<file path="config.mk">
export PLATFORM = sky130hd
export DESIGN_NAME = layer2_mac_sequencer_flat
export DESIGN_NICKNAME = d
export VERILOG_FILES = /design/src/rtl/layer2_mac_sequencer_if.sv /design/src/rtl/layer2_mac_sequencer.sv /design/src/flat_wrapper.sv
export SDC_FILE = /design/constraint.sdc
export NUM_CORES = 1
export LEC_CHECK = 0
export CAP_MARGIN = 20
export CORE_MARGIN = 3
export CORE_UTILIZATION = 27
export DETAILED_ROUTE_END_ITERATION = 8
export PLACE_DENSITY = 0.65
export SYNTH_ARGS = -nofsm -noshare
export SYNTH_HDL_FRONTEND = slang
export SYNTH_SLANG_ARGS = --single-unit
</file>
<file path="constraint.sdc">
create_clock -name clk -period 9.2 [get_ports clk]
set_clock_uncertainty 0.15 [all_clocks]
set_input_delay 1.84 -clock clk [delete_from_list [all_inputs] [get_ports clk]]
set_output_delay 1.84 -clock clk [all_outputs]
set_load 0.01 [all_outputs]
</file>
<file path="src/rtl/layer2_mac_sequencer_if.sv">
// Bus bundle for the layer-2 MAC sequencer: control strobes, activation stream,
// MAC bank/weight RAM controls and result stream. master = sequencer, slave = its surroundings.
interface layer2_mac_sequencer_if #(
  parameter int ADDR_W  = 5,
  parameter int IN_W    = 8,
  parameter int OUT_W   = 16,
  parameter int NUM_OUT = 10
);
  logic                     start;
  logic                     bias_load;
  logic                     busy;
  logic                     in_valid;
  logic [IN_W-1:0]          in_data;
  logic                     in_ready;
  logic [IN_W-1:0]          layer2_out;
  logic [ADDR_W-1:0]        weight_addr;
  logic                     bias_we;
  logic                     mac_clr;
  logic                     mac_step;
  logic [NUM_OUT*OUT_W-1:0] sum_in;
  logic                     out_valid;
  logic                     out_ready;
  logic [NUM_OUT*OUT_W-1:0] result;
  logic [3:0]               class_idx;

  // Valid/ready: a beat moves on a rising clk edge where valid and ready are both
  // high; valid never waits on ready, and data is held while valid is high and ready is low.
  modport master (
    input  start, bias_load, in_valid, in_data, sum_in, out_ready,
    output busy, in_ready, layer2_out, weight_addr, bias_we, mac_clr, mac_step,
           out_valid, result, class_idx
  );

  modport slave (
    output start, bias_load, in_valid, in_data, sum_in, out_ready,
    input  busy, in_ready, layer2_out, weight_addr, bias_we, mac_clr, mac_step,
           out_valid, result, class_idx
  );
endinterface

</file>
<file path="src/rtl/layer2_mac_sequencer.sv">
// Sequencer for the layer-2 bank of signed MAC units: bias load, clear, per-input
// weight fetch and accumulate pulse, result capture. Optional argmax: LAYER2_ARGMAX_EN.
module layer2_mac_sequencer #(
  parameter int NUM_INPUTS = 32,
  parameter int ADDR_W     = 5,
  parameter int IN_W       = 8,
  parameter int OUT_W      = 16,
  parameter int NUM_OUT    = 10
) (
  input  logic                          clk,
  input  logic                          clr,
  layer2_mac_sequencer_if.master        bus,
  output logic [3:0]                    dbg_state_o
);

  typedef enum logic [3:0] {
    S_IDLE    = 4'd0,
    S_BIAS    = 4'd1,
    S_CLEAR   = 4'd2,
    S_ACCEPT  = 4'd3,
    S_FETCH   = 4'd4,
    S_WAIT    = 4'd5,
    S_PULSE   = 4'd6,
    S_CAPTURE = 4'd7,
    S_SCAN    = 4'd8,
    S_OUTPUT  = 4'd9
  } state_t;

  localparam logic [ADDR_W-1:0] LAST_IDX = ADDR_W'(NUM_INPUTS - 1);

  state_t                   state_q, state_d;
  logic [ADDR_W-1:0]        cnt_q, cnt_d;
  logic                     busy_q;
  logic                     in_ready_q;
  logic [IN_W-1:0]          layer2_out_q;
  logic [ADDR_W-1:0]        weight_addr_q;
  logic                     bias_we_q;
  logic                     mac_clr_q;
  logic                     mac_step_q;
  logic                     out_valid_q;
  logic [NUM_OUT*OUT_W-1:0] result_q;

`ifdef LAYER2_ARGMAX_EN
  logic [3:0]               scan_q;
  logic [3:0]               best_idx_q;
  logic [3:0]               class_idx_q;
  logic signed [OUT_W-1:0]  best_q;
  logic signed [OUT_W-1:0]  word_cur;
  logic                     take_cur;
  logic [3:0]               win_idx;

  // Strictly-greater keeps the lowest index on ties; word 0 always seeds the search.
  always_comb begin
    word_cur = result_q[int'(scan_q)*OUT_W +: OUT_W];
    take_cur = (scan_q == 4'd0) || (word_cur > best_q);
    win_idx  = take_cur ? scan_q : best_idx_q;
  end

  assign bus.class_idx = class_idx_q;
`else
  assign bus.class_idx = 4'd0;
`endif

  always_comb begin
    state_d = state_q;
    cnt_d   = cnt_q;
    case (state_q)
      S_IDLE: begin
        cnt_d = '0;
        if (bus.bias_load)  state_d = S_BIAS;
        else if (bus.start) state_d = S_CLEAR;
      end
      S_BIAS:   state_d = S_IDLE;
      S_CLEAR:  state_d = S_ACCEPT;
      S_ACCEPT: if (bus.in_valid) state_d = S_FETCH;
      S_FETCH:  state_d = S_WAIT;
      S_WAIT:   state_d = S_PULSE;
      S_PULSE: begin
        if (cnt_q == LAST_IDX) begin
          state_d = S_CAPTURE;
        end else begin
          cnt_d   = cnt_q + 1'b1;
          state_d = S_ACCEPT;
        end
      end
`ifdef LAYER2_ARGMAX_EN
      S_CAPTURE: state_d = S_SCAN;
      S_SCAN:    if (scan_q == 4'(NUM_OUT - 1)) state_d = S_OUTPUT;
`else
      S_CAPTURE: state_d = S_OUTPUT;
`endif
      S_OUTPUT: begin
        if (bus.out_ready) begin
          state_d = S_IDLE;
          cnt_d   = '0;
        end
      end
      default: state_d = S_IDLE;
    endcase
  end

  // Strobes are decoded from the next state so each one is a clean register output
  // that is high for exactly the cycles spent in its state.
  always_ff @(posedge clk or posedge clr) begin
    if (clr) begin
      state_q       <= S_IDLE;
      cnt_q         <= '0;
      busy_q        <= 1'b0;
      in_ready_q    <= 1'b0;
      layer2_out_q  <= '0;
      weight_addr_q <= '0;
      bias_we_q     <= 1'b0;
      mac_clr_q     <= 1'b0;
      mac_step_q    <= 1'b0;
      out_valid_q   <= 1'b0;
      result_q      <= '0;
`ifdef LAYER2_ARGMAX_EN
      scan_q        <= '0;
      best_idx_q    <= '0;
      class_idx_q   <= '0;
      best_q        <= '0;
`endif
    end else begin
      state_q     <= state_d;
      cnt_q       <= cnt_d;
      busy_q      <= (state_d != S_IDLE);
      in_ready_q  <= (state_d == S_ACCEPT);
      bias_we_q   <= (state_d == S_BIAS);
      mac_clr_q   <= (state_d == S_CLEAR);
      mac_step_q  <= (state_d == S_PULSE);
      out_valid_q <= (state_d == S_OUTPUT);
      if (state_q == S_ACCEPT && bus.in_valid) begin
        layer2_out_q  <= bus.in_data;
        weight_addr_q <= cnt_q;
      end
      if (state_q == S_CAPTURE) begin
        result_q <= bus.sum_in;
      end
`ifdef LAYER2_ARGMAX_EN
      if (state_q == S_SCAN) begin
        scan_q <= scan_q + 1'b1;
        if (take_cur) begin
          best_q     <= word_cur;
          best_idx_q <= scan_q;
        end
        if (state_d == S_OUTPUT) class_idx_q <= win_idx;
      end else begin
        scan_q <= '0;
      end
`endif
    end
  end

  assign bus.busy        = busy_q;
  assign bus.in_ready    = in_ready_q;
  assign bus.layer2_out  = layer2_out_q;
  assign bus.weight_addr = weight_addr_q;
  assign bus.bias_we     = bias_we_q;
  assign bus.mac_clr     = mac_clr_q;
  assign bus.mac_step    = mac_step_q;
  assign bus.out_valid   = out_valid_q;
  assign bus.result      = result_q;
  assign dbg_state_o     = state_q;

endmodule

</file>
<file path="src/flat_wrapper.sv">
// flat-port wrapper written by rule: the top's interface ports become plain ports
module layer2_mac_sequencer_flat 
#(
  parameter int NUM_INPUTS = 32,
  parameter int ADDR_W     = 5,
  parameter int IN_W       = 8,
  parameter int OUT_W      = 16,
  parameter int NUM_OUT    = 10
)
  (clk, clr, dbg_state_o, bus_start, bus_bias_load, bus_in_valid, bus_in_data, bus_sum_in, bus_out_ready, bus_busy, bus_in_ready, bus_layer2_out, bus_weight_addr, bus_bias_we, bus_mac_clr, bus_mac_step, bus_out_valid, bus_result, bus_class_idx);
  layer2_mac_sequencer_if #(.ADDR_W(ADDR_W), .IN_W(IN_W), .OUT_W(OUT_W), .NUM_OUT(NUM_OUT)) bus_i ();
  input  logic clk;
  input  logic clr;
  output logic [3:0] dbg_state_o;
  input wire logic [$bits(bus_i.start)-1:0] bus_start;
  input wire logic [$bits(bus_i.bias_load)-1:0] bus_bias_load;
  input wire logic [$bits(bus_i.in_valid)-1:0] bus_in_valid;
  input wire logic [$bits(bus_i.in_data)-1:0] bus_in_data;
  input wire logic [$bits(bus_i.sum_in)-1:0] bus_sum_in;
  input wire logic [$bits(bus_i.out_ready)-1:0] bus_out_ready;
  output wire logic [$bits(bus_i.busy)-1:0] bus_busy;
  output wire logic [$bits(bus_i.in_ready)-1:0] bus_in_ready;
  output wire logic [$bits(bus_i.layer2_out)-1:0] bus_layer2_out;
  output wire logic [$bits(bus_i.weight_addr)-1:0] bus_weight_addr;
  output wire logic [$bits(bus_i.bias_we)-1:0] bus_bias_we;
  output wire logic [$bits(bus_i.mac_clr)-1:0] bus_mac_clr;
  output wire logic [$bits(bus_i.mac_step)-1:0] bus_mac_step;
  output wire logic [$bits(bus_i.out_valid)-1:0] bus_out_valid;
  output wire logic [$bits(bus_i.result)-1:0] bus_result;
  output wire logic [$bits(bus_i.class_idx)-1:0] bus_class_idx;
  assign bus_i.start = bus_start;
  assign bus_i.bias_load = bus_bias_load;
  assign bus_i.in_valid = bus_in_valid;
  assign bus_i.in_data = bus_in_data;
  assign bus_i.sum_in = bus_sum_in;
  assign bus_i.out_ready = bus_out_ready;
  assign bus_busy = bus_i.busy;
  assign bus_in_ready = bus_i.in_ready;
  assign bus_layer2_out = bus_i.layer2_out;
  assign bus_weight_addr = bus_i.weight_addr;
  assign bus_bias_we = bus_i.bias_we;
  assign bus_mac_clr = bus_i.mac_clr;
  assign bus_mac_step = bus_i.mac_step;
  assign bus_out_valid = bus_i.out_valid;
  assign bus_result = bus_i.result;
  assign bus_class_idx = bus_i.class_idx;
  layer2_mac_sequencer #(.NUM_INPUTS(NUM_INPUTS), .ADDR_W(ADDR_W), .IN_W(IN_W), .OUT_W(OUT_W), .NUM_OUT(NUM_OUT)) u_core (.clk(clk), .clr(clr), .bus(bus_i), .dbg_state_o(dbg_state_o));
endmodule
</file>
Word-level counts from Yosys, hierarchy flattened:

Cells that the tools add are included.

* bits in registers: 188
* bits of input ports: 174
* output and inout port bits: 187
* word-level logic and storage cells: 41

* add/subtract/negate cells: 1
* equal/unequal tests: 15
* mux-type cells: 9
* reductions and logical operators: 5

Operators with widths (number)
* $pmux 4 s8: 1
* $eq 4x3->1 const B: 5
* $eq 4x2->1 const B: 4
* $mux 4: 4
* $pmux 5 s3: 1
* $mux 5: 2
* $eq 4x4->1 const B: 2
* $add 5x1->5 const B: 1
* $eq 5x5->1 const B: 1
* $eq 4x1->1 const B: 1
* $logic_not 4->1: 1
* $ne 2x2->1 const B: 2
* $reduce_bool 4->1: 1
* $mux 3: 1
* $reduce_and 3->1: 1
* $reduce_bool 3->1: 1
* $logic_and 1x1->1: 1

Longest topological paths before layout:

Gate-level depths: netlist of the first run.

* depth after elaboration: 4
* mapped depth: 7
* gate-level depth less buffers: 7

Worst setup path before layout of the first run:

No wires, ideal clock.

* path kind: input -> register
* start point: input port bus_in_valid
* end point: register u_core.layer2_out_q[0] (netlist: u_core.bus.layer2_out[0])
* setup time: 128 ps
* arrival time: 2641 ps
* required time: 8922 ps
* slack: 6281 ps
* stages: 4
* buffers on the path: 1
* cells stage by stage: nand4_1 nor2_2 buf_4 mux2_1

* longest elaborated chain between the ends: 1

Ends and longest elaborated chain
* start: declaration: RTL line flat_wrapper.sv:17 `input wire logic [$bits(bus_i.in_valid)-1:0] bus_in_valid;`
* $logic_and 1x1->1: RTL line layer2_mac_sequencer.sv:132 `if (state_q == S_ACCEPT && bus.in_valid) begin`
* end signal: assignment: RTL line layer2_mac_sequencer.sv:133 `layer2_out_q <= bus.in_data;`
* end: declaration: RTL line layer2_mac_sequencer.sv:35 `logic [IN_W-1:0] layer2_out_q;`

No other way between the ends.
A chain may end at the register's enable or synchronous reset.

Final worst setup path of the first run:

* start point: register u_core.state_q[0] (netlist: u_core.dbg_state_o[0])
* end point: output port dbg_state_o[0]

RTL lines
* start: declaration: RTL line layer2_mac_sequencer.sv:31 `state_t state_q, state_d;`
* start signal: assignment: RTL line layer2_mac_sequencer.sv:124 `state_q <= state_d;`
* end: declaration: RTL line flat_wrapper.sv:14 `output logic [3:0] dbg_state_o;`

No word-level cell between the ends.

==> results.py, run 1 <==
metrics = {
    "min_path": {
        "hold_depth": 1,
        "hp-class": "reg2reg",
        "hp-start": "u_core.bus.layer2_out[1]",
        "holdPathEnd": "u_core.bus.layer2_out[1]",
    },
    "synth": {
        "synth-xor-area-share": 0,
        "yosysMostFrequentCell": "dfrtp_1",
        "synth.area.top_cells": "dfrtp_1 61%, mux2_4 20%, mux2_2 9.3%, buf_6 1.6%, mux2_1 1.5%",
        "synthSimpleGateAreaFrac": 0.03187,
        "synth_compound_area_frac": 0.01733,
        "synthMuxAreaShare": 0.3035,
        "netlist_top_cells_count": "188 x dfrtp_1, 100 x mux2_4, 63 x mux2_2",
        "synth_cell_type_count": 42,
        "synthAdderAreaFrac": 0.003269,
        "syn_area_per_cell_um2": 16.94,
        "synth_edf_count": 0,
        "syn_area_mm2": 0.007655,
        "synthesis.instances": 452,
        "yosysWarnings": 0,
        "synth_async_sr_flop_share": 1.000,
        "synth_seq_area_share": 0.6146,
        "synth_top_area_cell": "dfrtp_1",
        "ys_ff_latch": 188,
        "synth_top_family_by_area": "multiplexers",
        "synth_top_area_frac": 0.6146,
        "ys.flop_type": "dfrtp_1",
    },
    "die": {
        "start_util": 0.2748,
        "die_w_um": 174.4,
        "rows": 61,
        "die_h_um": 174.4,
        "die_area_mm2": 0.03041,
        "coreArea_mm2": 0.02786,
        "ios": 361,
    },
    "timing": {
        "final.setup.tns_ns": 0,
        "layout_min_cycle_time_ns": 3.743,
        "post-route-period-util": 0.4068,
        "fmax_ghz": 0.2672,
        "grt_setup_unrepaired": "no",
        "setup_slack_ns": 5.457,
        "whs_ns": 0.3355,
        "finalHoldViolations": 0,
        "max_slew.worst_pin.slew_ns": 0.9188,
        "setup_violations": 0,
        "maxSlewViolCount": 0,
        "slew_headroom": 0.3874,
    },
    "worst_setup_path": {
        "r2r-start": "u_core.dbg_state_o[3]",
        "worstPathArrival_ns": 1.75,
        "worstSetupEndpointType": "output port",
        "reg2reg_to": "u_core.bus.result[48]",
        "path_cells": "clkdlybuf4s50_1",
        "startpoint_type": "register",
        "crit_family": "flip-flops",
        "path_max_fanout": 17,
        "critPathKind": "reg2out",
        "critPathBufInv": 1,
        "rrSetupSlack_ns": 6.02,
        "rr_worst_depth": 4,
        "max_stage_delay_ns": 0.68,
        "crit_required_ns": 7.21,
        "cp_slowest_cell": "dfrtp_1",
    },
    "final_layout": {
        "regArea_mm2": 0.004705,
        "drive_gt1_frac": 0.2473,
        "nFillCells": 2544,
        "final_core_util": 0.4354,
        "area_growth_syn_to_layout_pct": 58.47,
        "final_cell_area_mm2": 0.01213,
        "nets": 984,
        "multiInputGateArea_mm2": 0.002740,
        "n_antenna_cell": 0,
    },
    "drt": {
        "drt_iter0_drc": 144,
        "antenna_left": 0,
        "route.detailed.drc": 0,
        "drt-total-wl_um": 20530,
        "via_per_inst": 4.191,
        "routed-via-count": 5025,
        "drtPass1Iterations": 4,
        "avgRoutedWirePerCell_um": 17.12,
    },
    "flow_run": {
        "timing.max_cap.violations": 0,
    },
    "cts": {
        "cts_hold_buf": 0,
        "cts_sinks": 188,
        "cts_resized": 0,
        "clk_pin_slew_ns": 0.07,
        "clockBufferDepth": 2,
        "clkLatencyLatePin_ns": 0.42,
        "cts_root_buf": "clkbuf_16",
        "post-cts-setup-buffers": 0,
        "cts_buffers": 17,
        "cts_tree": "yes",
        "htree_num_levels": 4,
    },
    "global_route": {
        "grt_start_max_net_pins": 125,
        "grt_overflow": 0,
        "antenna_found_initial": 1,
        "grt_pass1_wl_um": 32450,
        "grt_pass1_vias": 5467,
        "grt_usage": 0.1350,
    },
    "placement": {
        "place_ws_ns": 5.095,
        "place_area_mm2": 0.01153,
        "dp_hpwl_um": 14900,
        "portBuffers": 356,
        "place_congestion": 0.7562,
    },
    "power": {
        "p_per_area_mw_per_mm2": 332.6,
        "power.static_leakage_nw": 5.386,
        "max-vdd-ir-drop_uv": 176.4,
    },
    "status": {
        "status": "completed",
    },
}
-- area by class of cell --
cell class | instances | share of cell area
Clock buffer | 17 | 0.03507
Clock inverter | 15 | 0.01444
Inverter | 3 | 0.001547
Multi-Input combinational cell | 238 | 0.2259
Sequential cell | 188 | 0.3878
Tap cell | 378 | 0.03899
Timing Repair Buffer | 360 | 0.2962
-- layer usage --
layer,wire length [µm],track usage,share of wire,up-vias
li1,-,-,-,2302
met1,8678,0.1656,0.42,2497
met2,9921,0.2245,0.48,207
met3,1652,0.05155,0.080,17
met4,263,0.03351,0.013,2
met5,13,0,0.00063,-
-- per-stage QoR --
step / std cells / total power (W)
6_report: 1199 / 0.004035
5_1_grt: 1199 / 0.004271
4_1_cts: 1199 / 0.004104
3_5_place_dp: 1167 / 0.003318
3_3_place_gp: 1167 / 0.003299
2_1_floorplan: 455 / 0.002296
-- logic make-up after synthesis --
kind of cell,count (synthesis)
buffers and inverters,29
other,1
adder cells (fa/ha/maj),2
AND/OR/NAND/NOR,39
multiplexers,173
flip-flops,188
AO/OA/AOI/OAI,20
-- cells in the final DEF (no fill, tap or decap), types with 3 or more instances in the layout --
cell / count
conb_1: 4
o21ai_0: 7
clkdlybuf4s50_1: 356
nor2_1: 8
inv_6: 5
nand3_1: 5
mux2_1: 10
inv_8: 3
buf_4: 4
clkinv_8: 3
mux2_4: 100
clkbuf_16: 17
dfrtp_1: 188
nand2_1: 5
mux2_2: 63
-- worst max-delay path by stage --
stage | cells after the start | end | startpoint | slack, ns
floorplan | 1 | u_core.bus.bias_we | clr | 2.10
global placement | 3 | u_core.bus.result[7] | clr | 5.08
detailed placement | 3 | u_core.bus.result[5] | clr | 5.09
CTS | 1 | dbg_state_o[0] | u_core.dbg_state_o[0] | 5.43
global route | 3 | u_core.bus.result[47] | clr | 5.37
finish | 1 | dbg_state_o[0] | u_core.dbg_state_o[0] | 5.46
-- registers in the layout, indices dropped and copies added (netlist names) --
| register | flops |
|---|---|
| u_core.cnt_q | 5 |
| u_core.bus.mac_clr | 1 |
| u_core.bus.result | 160 |
| u_core.dbg_state_o | 4 |
| u_core.bus.in_ready | 1 |
| u_core.bus.weight_addr | 5 |
| u_core.bus.out_valid | 1 |
| u_core.bus.layer2_out | 8 |
| u_core.bus.busy | 1 |
| u_core.bus.bias_we | 1 |
| u_core.bus.mac_step | 1 |
-- power by group --
group | switching (W) | total (W) | internal [W] | leakage, nW
logic | 0.000615 | 0.00182 | 0.00121 | 2.87
registers | 0.000236 | 0.00146 | 0.00123 | 2.23
clock network | 0.000362 | 0.000751 | 0.000389 | 0.291
total | 0.00121 | 0.00403 | 0.00282 | 5.39
Note: power is estimated with default switching activity, not from simulation.
==> inputs of run 2 (changes only) <==
Clock period 9.2 ns to 3.9 ns, I/O delays scaled along.
==> results.py, run 2 (same netlist as run 1, synthesis figures left out) <==
metrics = {
    "status": {
        "status": "completed",
    },
    "worst_setup_path": {
        "cp_slowest_cell": "dfrtp_1",
        "critPathBufInv": 1,
        "worstSetupEndpointType": "output port",
        "startpoint_type": "register",
        "max_stage_delay_ns": 0.67,
        "worstPathArrival_ns": 1.74,
        "crit_required_ns": 2.97,
        "crit_family": "flip-flops",
        "path_max_fanout": 17,
        "path_cells": "clkdlybuf4s50_1",
        "critPathKind": "reg2out",
    },
    "final_layout": {
        "n_antenna_cell": 0,
        "final_cell_area_mm2": 0.01224,
        "nets": 993,
        "nFillCells": 2551,
        "final_cell_mix": "356 x clkdlybuf4s50_1, 188 x dfrtp_1, 100 x mux2_4",
        "instances_no_fill": 1208,
        "multiInputGateArea_mm2": 0.002740,
        "largest_reg_flops": 160,
        "final_common_cell": "clkdlybuf4s50_1",
        "regArea_mm2": 0.004705,
        "drive_gt1_frac": 0.2554,
        "area_growth_syn_to_layout_pct": 59.92,
    },
    "timing": {
        "post-route-period-util": 0.6857,
        "max_slew.worst_pin.slew_ns": 0.8651,
        "final.setup.tns_ns": 0,
        "finalHoldViolations": 0,
        "fmax_ghz": 0.3739,
        "setup_violations": 0,
        "maxSlewViolCount": 0,
        "whs_ns": 0.3370,
        "grt_setup_unrepaired": "no",
        "layout_min_cycle_time_ns": 2.674,
        "slew_headroom": 0.4224,
    },
    "flow_run": {
        "timing.max_cap.violations": 0,
    },
    "global_route": {
        "grt_usage": 0.1393,
        "antenna_found_initial": 0,
        "grt_pass1_wl_um": 33080,
        "grt_pass1_vias": 5412,
        "grt_overflow": 0,
        "grt_start_max_net_pins": 60,
    },
    "drt": {
        "avgRoutedWirePerCell_um": 17.46,
        "routed-via-count": 5124,
        "drt-total-wl_um": 21090,
        "via_per_inst": 4.242,
        "route.detailed.drc": 0,
        "antenna_left": 0,
        "drtPass1Iterations": 4,
        "drt_iter0_drc": 202,
    },
    "power": {
        "power.static_leakage_nw": 5.440,
        "p_per_area_mw_per_mm2": 779.2,
        "power.total_w": 0.009539,
        "max-vdd-ir-drop_uv": 323.0,
    },
    "cts": {
        "cts_tree": "yes",
        "cts_sinks": 188,
        "cts_resized": 0,
        "clkLatencyLatePin_ns": 0.42,
        "clk_pin_slew_ns": 0.07,
        "htree_num_levels": 4,
        "clockBufferDepth": 2,
        "cts_root_buf": "clkbuf_16",
        "cts_hold_buf": 0,
        "cts_buffers": 17,
        "post-cts-setup-buffers": 0,
    },
    "die": {
        "die_h_um": 174.4,
        "start_util": 0.2748,
        "rows": 61,
        "die_area_mm2": 0.03041,
        "ios": 361,
        "die_w_um": 174.4,
        "coreArea_mm2": 0.02786,
    },
    "placement": {
        "place_area_mm2": 0.01166,
        "dp_cells": 1176,
        "dp_hpwl_um": 15530,
        "portBuffers": 356,
        "place_congestion": 0.7616,
    },
    "min_path": {
        "hp-class": "reg2reg",
    },
}
==> run 2: cell types whose count changed in the layout (fill, tap and decap cells not counted) <==
cell        change
clkinv_8        -3
clkbuf_8        +1
clkinvlp_4      +2
buf_12          +5
inv_6           +1
clkinv_2        -1
clkinv_4        +1
inv_8           -1
buf_4           +4
==> run 2: power by group <==
| group | internal [W] | switching [W] |
|---|---|---|
| clock network | 0.000924 | 0.000841 |
| registers | 0.00289 | 0.000560 |
| logic | 0.00287 | 0.00146 |
| total | 0.00668 | 0.00286 |
==> run 2: per-layer routing <==
layer,GRT usage,share of wire,wire (µm),up-vias
met5,0,0,0,-
met4,0.04189,0.016,331,0
met3,0.05199,0.082,1734,16
met2,0.2299,0.49,10360,216
met1,0.1701,0.41,8659,2566
li1,-,-,-,2326
==> run 2: final timing paths <==
path | startpoint | to | slack (ns) | cells after the start
max in group asynchronous | clr | u_core.cnt_q[3] | 2.06 | 4
min | u_core.bus.weight_addr[1] | u_core.bus.weight_addr[1] | 0.34 | 1
min reg2reg | u_core.bus.weight_addr[1] | u_core.bus.weight_addr[1] | 0.34 | 1
max reg2reg | u_core.dbg_state_o[0] | u_core.bus.result[139] | 1.29 | 3
min in group asynchronous | clr | u_core.bus.result[113] | 0.65 | 2
max | u_core.dbg_state_o[0] | dbg_state_o[0] | 1.23 | 1
==> run 2: stage by stage <==
stage	setup WS, ns	util
2_1_floorplan	0.5495	-
3_3_place_gp	1.189	0.4184
3_5_place_dp	1.151	0.4184
4_1_cts	1.199	0.4394
5_1_grt	1.089	0.4394
6_report	1.226	0.4394
==> run 2: cell type report <==
cell class,count,area share
Clock buffer,18,0.03588
Sequential cell,188,0.3843
Inverter,3,0.001226
Timing Repair Buffer,369,0.3042
Clock inverter,14,0.01196
Tap cell,378,0.03863
Multi-Input combinational cell,238,0.2238
